`src/rtl/mem_access.sv`:
```
// MEM pipeline stage: passes ALU results straight through to MEM/WB and runs
// loads/stores as single-beat AXI4 transactions, holding EX/MEM while busy.
module mem_access #(
   parameter int AW = 32,
   parameter int DW = 64
) (
   input  logic          clk,
   input  logic          rst,
   // EX/MEM register
   input  logic [4:0]    rd_addr_i,
   input  logic [63:0]   rd_data_i,
   input  logic          rd_wen_i,
   input  logic          read_ram_i,
   input  logic          write_ram_i,
   input  logic [31:0]   inst_i,
   input  logic [63:0]   inst_addr_i,
   input  logic [AW-1:0] id_axi_araddr_i,
   input  logic [63:0]   op2_i,
   // MEM/WB register
   output logic [4:0]    rd_addr_o,
   output logic [63:0]   rd_data_o,
   output logic          rd_wen_o,
   output logic [31:0]   inst_o,
   output logic [63:0]   inst_addr_o,
   // pipeline control and status
   output logic          mem_en_o,
   output logic          misalign_o,
   output logic          bus_err_o,
   // AR channel
   output logic [AW-1:0] araddr,
   output logic [2:0]    arsize,
   output logic [7:0]    arlen,
   output logic [1:0]    arburst,
   output logic          arvalid,
   input  logic          arready,
   // R channel
   input  logic [DW-1:0] rdata,
   input  logic [1:0]    rresp,
   input  logic          rvalid,
   output logic          rready,
   // AW channel
   output logic [AW-1:0] awaddr,
   output logic [2:0]    awsize,
   output logic [7:0]    awlen,
   output logic [1:0]    awburst,
   output logic          awvalid,
   input  logic          awready,
   // W channel
   output logic [DW-1:0] wdata,
   output logic [7:0]    wstrb,
   output logic          wlast,
   output logic          wvalid,
   input  logic          wready,
   // B channel
   input  logic [1:0]    bresp,
   input  logic          bvalid,
   output logic          bready
);

   localparam logic [1:0] RESP_OKAY  = 2'b00;
   localparam logic [1:0] BURST_INCR = 2'b01;

   typedef enum logic [2:0] {
      S_IDLE, S_RADDR, S_RDATA, S_WREQ, S_WRESP, S_DONE
   } state_t;

   state_t          r_state;
   state_t          w_next;
   logic [AW-1:0]   r_addr;
   logic [2:0]      r_funct3;
   logic            r_is_load;
   logic            r_aw_done;
   logic            r_w_done;
   logic [63:0]     r_load_data;
   logic [DW-1:0]   r_wdata;
   logic [7:0]      r_wstrb;

   logic [2:0]      w_funct3;
   logic [2:0]      w_off;
   logic            w_req;
   logic            w_misalign;
   logic            w_launch;
   logic            w_aw_fire;
   logic            w_w_fire;
   logic            w_r_fire;
   logic            w_b_fire;
   logic [63:0]     w_lane;
   logic [63:0]     w_load_ext;
   logic [DW-1:0]   w_store_data;
   logic [7:0]      w_store_strb;

   assign w_funct3  = inst_i[14:12];
   assign w_off     = id_axi_araddr_i[2:0];
   // A load takes priority when both flags are set.
   assign w_req     = read_ram_i | write_ram_i;
   assign w_launch  = (r_state == S_IDLE) && w_req && !w_misalign;
   assign w_aw_fire = awvalid & awready;
   assign w_w_fire  = wvalid & wready;
   assign w_r_fire  = rready & rvalid;
   assign w_b_fire  = bready & bvalid;
   assign w_lane    = rdata >> {r_addr[2:0], 3'b000};

   // Alignment check by access size (funct3[1:0] = log2 of byte count).
   always_comb begin
      // NOTE: every always_comb output gets a default first so no latch is inferred.
      w_misalign = 1'b0;
      unique case (w_funct3[1:0])
         2'b00: w_misalign = 1'b0;
         2'b01: w_misalign = w_off[0];
         2'b10: w_misalign = |w_off[1:0];
         2'b11: w_misalign = |w_off;
      endcase
   end

   // Store data is replicated across lanes; strobes select the addressed bytes.
   always_comb begin
      w_store_data = op2_i;
      w_store_strb = 8'hFF;
      unique case (w_funct3[1:0])
         2'b00: begin w_store_data = {8{op2_i[7:0]}};  w_store_strb = 8'h01 << w_off; end
         2'b01: begin w_store_data = {4{op2_i[15:0]}}; w_store_strb = 8'h03 << w_off; end
         2'b10: begin w_store_data = {2{op2_i[31:0]}}; w_store_strb = 8'h0F << w_off; end
         2'b11: begin w_store_data = op2_i;            w_store_strb = 8'hFF;          end
      endcase
   end

   // Load lane sign/zero extension according to the latched funct3.
   always_comb begin
      w_load_ext = w_lane;
      case (r_funct3)
         3'b000:  w_load_ext = {{56{w_lane[7]}},  w_lane[7:0]};
         3'b001:  w_load_ext = {{48{w_lane[15]}}, w_lane[15:0]};
         3'b010:  w_load_ext = {{32{w_lane[31]}}, w_lane[31:0]};
         3'b100:  w_load_ext = {56'd0, w_lane[7:0]};
         3'b101:  w_load_ext = {48'd0, w_lane[15:0]};
         3'b110:  w_load_ext = {32'd0, w_lane[31:0]};
         default: w_load_ext = w_lane;
      endcase
   end

   // State register plus the access context captured at launch, so bus
   // address/data stay stable regardless of upstream behaviour.
   always_ff @(posedge clk or negedge rst) begin
      if (!rst) begin
         r_state     <= S_IDLE;
         r_addr      <= '0;
         r_funct3    <= '0;
         r_is_load   <= 1'b0;
         r_aw_done   <= 1'b0;
         r_w_done    <= 1'b0;
         r_load_data <= '0;
         r_wdata     <= '0;
         r_wstrb     <= '0;
      end else begin
         // NOTE: sequential state uses non-blocking assignments so all flops update together.
         r_state <= w_next;
         if (w_launch) begin
            r_addr    <= id_axi_araddr_i;
            r_funct3  <= w_funct3;
            r_is_load <= read_ram_i;
            r_wdata   <= w_store_data;
            r_wstrb   <= w_store_strb;
            r_aw_done <= 1'b0;
            r_w_done  <= 1'b0;
         end
         if (w_aw_fire) r_aw_done   <= 1'b1;
         if (w_w_fire)  r_w_done    <= 1'b1;
         if (w_r_fire)  r_load_data <= w_load_ext;
      end
   end

   // Next-state logic for the transaction sequencer.
   always_comb begin
      w_next = r_state;
      unique case (r_state)
         S_IDLE:  if (w_launch) w_next = read_ram_i ? S_RADDR : S_WREQ;
         S_RADDR: if (arready)  w_next = S_RDATA;
         S_RDATA: if (rvalid)   w_next = S_DONE;
         S_WREQ:  if ((r_aw_done || w_aw_fire) && (r_w_done || w_w_fire)) w_next = S_WRESP;
         S_WRESP: if (bvalid)   w_next = S_DONE;
         S_DONE:  w_next = S_IDLE;
         default: w_next = S_IDLE;
      endcase
   end

   // Pipeline hold and writeback enable: held while any access is in flight.
   always_comb begin
      mem_en_o = 1'b0;
      rd_wen_o = rd_wen_i;
      unique case (r_state)
         S_IDLE: if (w_req) begin
            rd_wen_o = 1'b0;
            mem_en_o = !w_misalign;
         end
         S_DONE: ;
         default: begin
            mem_en_o = 1'b1;
            rd_wen_o = 1'b0;
         end
      endcase
   end

   assign rd_addr_o   = rd_addr_i;
   assign inst_o      = inst_i;
   assign inst_addr_o = inst_addr_i;
   assign rd_data_o   = (r_state == S_DONE && r_is_load) ? r_load_data : rd_data_i;
   assign misalign_o  = (r_state == S_IDLE) && w_req && w_misalign;
   assign bus_err_o   = (w_r_fire && rresp != RESP_OKAY) || (w_b_fire && bresp != RESP_OKAY);

   assign araddr  = r_addr;
   assign arsize  = {1'b0, r_funct3[1:0]};
   assign arlen   = 8'd0;
   assign arburst = BURST_INCR;
   assign arvalid = (r_state == S_RADDR);
   assign rready  = (r_state == S_RDATA);

   assign awaddr  = r_addr;
   assign awsize  = {1'b0, r_funct3[1:0]};
   assign awlen   = 8'd0;
   assign awburst = BURST_INCR;
   assign awvalid = (r_state == S_WREQ) && !r_aw_done;
   assign wdata   = r_wdata;
   assign wstrb   = r_wstrb;
   assign wlast   = 1'b1;
   assign wvalid  = (r_state == S_WREQ) && !r_w_done;
   assign bready  = (r_state == S_WRESP);

endmodule

```
`config.mk`:
```
export PLATFORM = sky130hd
export DESIGN_NAME = mem_access
export DESIGN_NICKNAME = d
export VERILOG_FILES = /design/src/rtl/mem_access.sv
export SDC_FILE = /design/constraint.sdc
export NUM_CORES = 1
export LEC_CHECK = 0
export ABC_AREA = 1
export CAP_MARGIN = 40
export CORE_AREA = 4 4 262 264
export CTS_CLUSTER_DIAMETER = 120
export DETAILED_ROUTE_END_ITERATION = 8
export DIE_AREA = 0 0 266 268
export SLEW_MARGIN = 10
export SYNTH_ARGS = -nofsm -noshare
export SYNTH_HDL_FRONTEND = slang
export SYNTH_SLANG_ARGS = --single-unit
```
`constraint.sdc`:
```
create_clock -name clk -period 4 [get_ports clk]
set_clock_uncertainty 0.05 [all_clocks]
set_input_delay 0.8 -clock clk [delete_from_list [all_inputs] [get_ports clk]]
set_output_delay 0.8 -clock clk [all_outputs]
set_load 0.005 [all_outputs]
```
==> impl_metrics.toml, run 1 <==
[run_status]
status = "complete, no violations"

[global_route]
overflow = 0
antenna_found_initial = 4
grt_pass1_wl_um = 76200
grt_pass1_vias = 11700
grt_usage_pct = 14.3
grt_max_degree = 155

[power_and_ir_drop]
power_density_nw_per_um2 = 644
total_power_mw = 10.9
vdd_drop_max_mv = 0.819
power.leakage_nw = 7.52

[setup_path]
crit_arrival_ps = 2880
cpPeakStageDelay_ps = 490
cpLargestDelayFamily = "buffers and inverters"
worstSetupPathType = "reg -> out"
crit_buf_inv = 4
cp-startpoint = "r_state[0]"
cp.required_ps = 3150
path_cells = "inv_1 > nor2_2 > nand2_1 > inv_2 > nand2_4 > buf_12 > mux2_4 > clkdlybuf4s50_1"
cp-end-kind = "output pin"
r2r-start = "r_funct3[0]"
path_max_fanout = 45
cp_slowest_cell = "clkdlybuf4s50_1"
cp-start-kind = "flop"

[finish]
layout_commonest_cell = "nand2_1"
fillers = 7339
finalNetCount = 2254
instances_no_fill = 2797
drive_gt1_share_pct = 8.32
syn2layout_area_growth_pct = 40.8
mostFrequentLayoutCells = "nand2_1, clkdlybuf4s50_1, dfrtp_1, nor2_1, o21ai_0"
n_antenna_cell = 0

[floorplanning]
die_area_um2 = 71300
num_rows = 95
die_w_um = 266
io_pins = 676
core-area_um2 = 66600
initial_core_util_pct = 18.0
die_h_um = 268

[synthesis]
synth_seq_cells = 177
synthesis.area_um2 = 12000
netlist_instances = 1639
syn_area_per_cell_um2 = 7.32
yosys.area_share.simple_pct = 27.3
synthAdderAreaFrac_pct = 0.417
synth_top_family_by_area = "simple AND/OR/NAND/NOR gates"
synthXorXnorAreaFrac_pct = 0
yosysSeqAreaShare_pct = 36.9
yosys_warnings = 0
synth-compound-area-share_pct = 11.6
synthDistinctLibCells = 35
synth.area.mux_share_pct = 6.94

[cts]
clock_sinks = 177
cts_hold_buf = 0
cts_buffers = 17
cts-root-buf = "clkbuf_16"
post_cts_buffers = 0
cts.reportedPaths.clkPinSlew_ps = 90
clock_path_buffers = 2
htree_levels = 4
cts_tree = "done"
cts_resized = 0
insertion_delay_ps = 490

[timing]
max_freq_ghz = 0.268
setup-tns-final_ps = 0
max-slew-margin-rel_pct = 49.6
finalHoldViolCount = 0
drv_slew = 0
worst_pin_slew_ps = 757
min_period_ps = 3730
rsz0062_at_grt = "false"
finalCritPeriodShare_pct = 93.1
setup_viol = 0

[route]
firstDrtPassIters = 5
drc = 0
wl_per_cell_um = 18.9
routed_via_density = 4.21
vias = 11800
drt_iter0_drc = 787
routed_wl_um = 52900
ant_nets = 0

[run]
cap_violations = 0

[place]
dp_cells = 2765
hpwl_um = 41600
io_buffers = 456
gp_congestion = 0.917

[min_path]
hold_path.class = "in -> async"
[metrics by stage]
stage | cell area [µm²] | setup slack (ps) | hold slack [ps] | util (%)
floorplan | 12100 | 1140 | 395 | -
global placement | 16200 | 262 | 414 | 24.4
detailed placement | 16300 | 256 | 418 | 24.4
CTS | 16900 | 192 | 286 | 25.4
global route | 16900 | 120 | 324 | 25.4
finish | 16900 | 274 | 294 | 25.4
[synth_stat cells, drive strengths merged]
| cell type | count | area [µm²] |
|---|---|---|
| a31oi | 13 | 81.3 |
| a311oi | 1 | 8.76 |
| nand2 | 519 | 1960 |
| clkbuf | 21 | 78.8 |
| or2 | 5 | 31.3 |
| inv | 56 | 210 |
| ha | 4 | 50.1 |
| and2 | 4 | 25.0 |
| conb | 2 | 7.51 |
| mux2 | 62 | 833 |
| clkinv | 2 | 7.51 |
| o22ai | 9 | 56.3 |
| a21boi | 1 | 7.51 |
| o21a | 1 | 7.51 |
| dfrtp | 177 | 4430 |
| nand3 | 107 | 541 |
| buf | 234 | 1720 |
| nor2 | 174 | 661 |
| o211ai | 2 | 15.0 |
| nor3 | 10 | 61.3 |
| a21oi | 71 | 393 |
| o21ai | 164 | 825 |
[where the power goes]
| group | internal, mW | switching, mW |
|---|---|---|
| Clock | 0.860 | 0.948 |
| Combinational | 2.61 | 3.06 |
| Sequential | 2.65 | 0.760 |
| Total | 6.12 | 4.77 |
[cells by family (layout without fill, tap and decap cells)]
family / count (synthesis) / count (layout)
simple gates: 819 / 819
buf+inv: 313 / 577
compound gates: 262 / 262
flops: 177 / 177
mux: 62 / 62
fa+ha+maj: 4 / 4
other cells: 2 / 23
[sequential cells by signal, summed over array words and instances, names as in the netlist]
| name | flops |
|---|---|
| r_w_done | 1 |
| r_load_data | 64 |
| r_aw_done | 1 |
| araddr | 32 |
| r_funct3 | 3 |
| r_state | 3 |
| r_is_load | 1 |
| wdata | 64 |
| wstrb | 8 |
[cell type report]
class                   count  area [µm²]  area share, %
multi-input cells        1170        5650           33.4
repair buffers            487        4880           28.9
flip-flops and latches    177        4430           26.2
well taps                 873        1090           6.46
clock buffers              17         425           2.52
inverters                  58         219           1.30
clock inverters            15         203           1.20
[per-layer routing]
metal,track usage (%),vias to the layer above,wire length [µm]
met4,5.06,4,1520
met5,0,-,26
met1,16.9,5444,21300
li1,-,5644,-
met2,23.5,625,24800
met3,5.89,63,5290
[worst register-to-register path, cell delays in order, from the launching register on]
cell	delay (ps)
dfrtp_1	530
nor2_1	480
inv_1	290
nor2_1	200
nand2_1	120
nand3_2	340
buf_4	290
nor2_1	100
nor2_1	90
[final timing paths]
kind	endpoint	slack [ps]	depth (start not counted)
setup / recovery	rd_data_o[49]	270	8
hold / removal	r_load_data[60]	290	1
setup reg to reg	r_load_data[57]	1440	8
hold reg to reg	wdata[10]	430	2
max in group asynchronous	wdata[56]	2680	2
min in group clk	wdata[10]	430	2
Power figures use the tool's default switching activity.
==> inputs of run 2 (changes only) <==
--- a/config.mk
+++ b/config.mk
@@ -7,10 +7,10 @@
 export LEC_CHECK = 0
 export ABC_AREA = 1
 export CAP_MARGIN = 40
-export CORE_AREA = 4 4 262 264
+export CORE_AREA = 4 4 258 260
 export CTS_CLUSTER_DIAMETER = 120
 export DETAILED_ROUTE_END_ITERATION = 8
-export DIE_AREA = 0 0 266 268
+export DIE_AREA = 0 0 262 264
 export SLEW_MARGIN = 10
 export SYNTH_ARGS = -nofsm -noshare
 export SYNTH_HDL_FRONTEND = slang
==> run 2 against run 1 <==
Worst setup slack gained 69 ps; global-route usage up 0.49 points; total power down 0.37%; critical path type is now in -> out; count of clock-buffer cells in the layout up 1; combinational power grew 1%; core utilization grew 0.89 points; sequential cell count unchanged; non-clock buffer count increased by 1; via count fell by 0.35%.
==> impl_metrics.toml, run 2 (same netlist as run 1, synthesis figures left out) <==
[finish]
layout_commonest_cell = "nand2_1"
fillers = 7068
utilization_pct = 26.3
drive_gt1_share_pct = 8.26
finalNetCount = 2255
mostFrequentLayoutCells = "nand2_1, clkdlybuf4s50_1, dfrtp_1, nor2_1, o21ai_0"
regArea_um2 = 4430
syn2layout_area_growth_pct = 40.3
multi_input_area_um2 = 5650

[route]
ant_nets = 0
wl_per_cell_um = 18.9
routed_wl_um = 52700
drt_iter0_drc = 601
vias = 11700
routed_via_density = 4.22
firstDrtPassIters = 5
drc = 0

[setup_path]
cp-end-kind = "output pin"
worstSetupPathType = "in -> out"
path_max_fanout = 3
cpLargestDelayFamily = "buffers and inverters"
cpPeakStageDelay_ps = 510
cp-start-kind = "primary input"
path_cells = "clkdlybuf4s50_1 > inv_1 > ha_1 > inv_1 > a21oi_1 > o21ai_2 > nand2_4 > a21oi_1 > clkdlybuf4s50_1"
cp.required_ps = 3150
crit_arrival_ps = 2810
crit_buf_inv = 4
cp_slowest_cell = "clkdlybuf4s50_1"

[global_route]
grt_usage_pct = 14.8
grt_max_degree = 155
grt_pass1_vias = 11800
grt_pass1_wl_um = 76100
antenna_found_initial = 4
overflow = 0

[power_and_ir_drop]
p_sw_mw = 4.75
p_comb_share_pct = 52.8
power_density_nw_per_um2 = 644
power.leakage_nw = 7.51
seqPwrFrac_pct = 31.0
swShare_pct = 43.8
internal_power_mw = 6.10
p_clk_share_pct = 16.1
vdd_drop_max_mv = 0.697
total_power_mw = 10.8

[timing]
min_period_ps = 3660
max-slew-margin-rel_pct = 42.2
setup_viol = 0
drv_slew = 0
max_freq_ghz = 0.273
setup_slack_ps = 343
finalCritPeriodShare_pct = 91.4
setup-tns-final_ps = 0
finalHoldViolCount = 0
worst_pin_slew_ps = 861
rsz0062_at_grt = "false"

[run]
cap_violations = 0

[cts]
cts_hold_buf = 0
cts_tree = "done"
cts-root-buf = "clkbuf_16"
cts.reportedPaths.clkPinSlew_ps = 80
insertion_delay_ps = 490
cts_resized = 0
clock_path_buffers = 2
post_cts_buffers = 0
htree_levels = 4
cts_buffers = 17
clock_sinks = 177

[place]
hpwl_um = 41000
io_buffers = 456
pre_cts_ws_ps = 311
gp_congestion = 0.858

[floorplanning]
die_area_um2 = 69200
die_w_um = 262
initial_core_util_pct = 18.7
io_pins = 676
die_h_um = 264
num_rows = 93
core-area_um2 = 64100

[min_path]
hold_path.class = "in -> async"

[run_status]
status = "complete, no violations"
## run 2: cell types whose count changed in the layout (fill, tap and decap cells not counted), sizes merged
cell | before | now
buf | 31 | 32
clkbuf | 18 | 19
clkinv | 11 | 8
diode | 0 | 1
inv | 61 | 63
## run 2: power groups by stage
stage	registers (mW)	clock network (mW)	logic [mW]
6_report	3.36	1.75	5.73
5_1_grt	3.50	1.92	6.36
4_1_cts	3.40	1.85	5.80
3_5_place_dp	3.41	0	5.78
3_3_place_gp	3.42	0	5.74
2_1_floorplan	3.15	0	3.34
## run 2: layout make-up
| cell class | instances | area share, % |
|---|---|---|
| antenna | 1 | 0.0149 |
| clock buffer | 18 | 2.55 |
| clock inverter | 14 | 0.966 |
| inverter | 58 | 1.29 |
| multi-input combinational | 1170 | 33.5 |
| sequential | 177 | 26.3 |
| tap | 855 | 6.35 |
| timing repair buffer | 488 | 29.0 |
## run 2: worst paths after layout
| path | start | to | slack, ps | cells after the start |
|---|---|---|---|---|
| max | inst_i[12] | mem_en_o | 340 | 9 |
| min | rst | r_load_data[19] | 220 | 1 |
| max reg2reg | araddr[0] | r_load_data[60] | 1270 | 10 |
| min reg2reg | wdata[55] | wdata[55] | 430 | 2 |
| max in group asynchronous | rst | r_load_data[34] | 2880 | 2 |
| min in group clk | wdata[55] | wdata[55] | 430 | 2 |
## run 2: metal layers
metal / share of wire [%] / global-route usage (%)
met4: 3.4 / 5.81
met3: 11 / 6.45
met5: 0.23 / 0.926
met1: 38 / 16.7
met2: 47 / 24.4
## run 2: metrics by stage
step | std cells | area [µm²] | hold slack [ps]
final | 2781 | 16800 | 215
after global routing | 2780 | 16800 | 218
after global placement | 2748 | 16300 | 411
after detailed placement | 2748 | 16300 | 415
after CTS | 2780 | 16800 | 210
after floorplan | 1660 | 12100 | 395
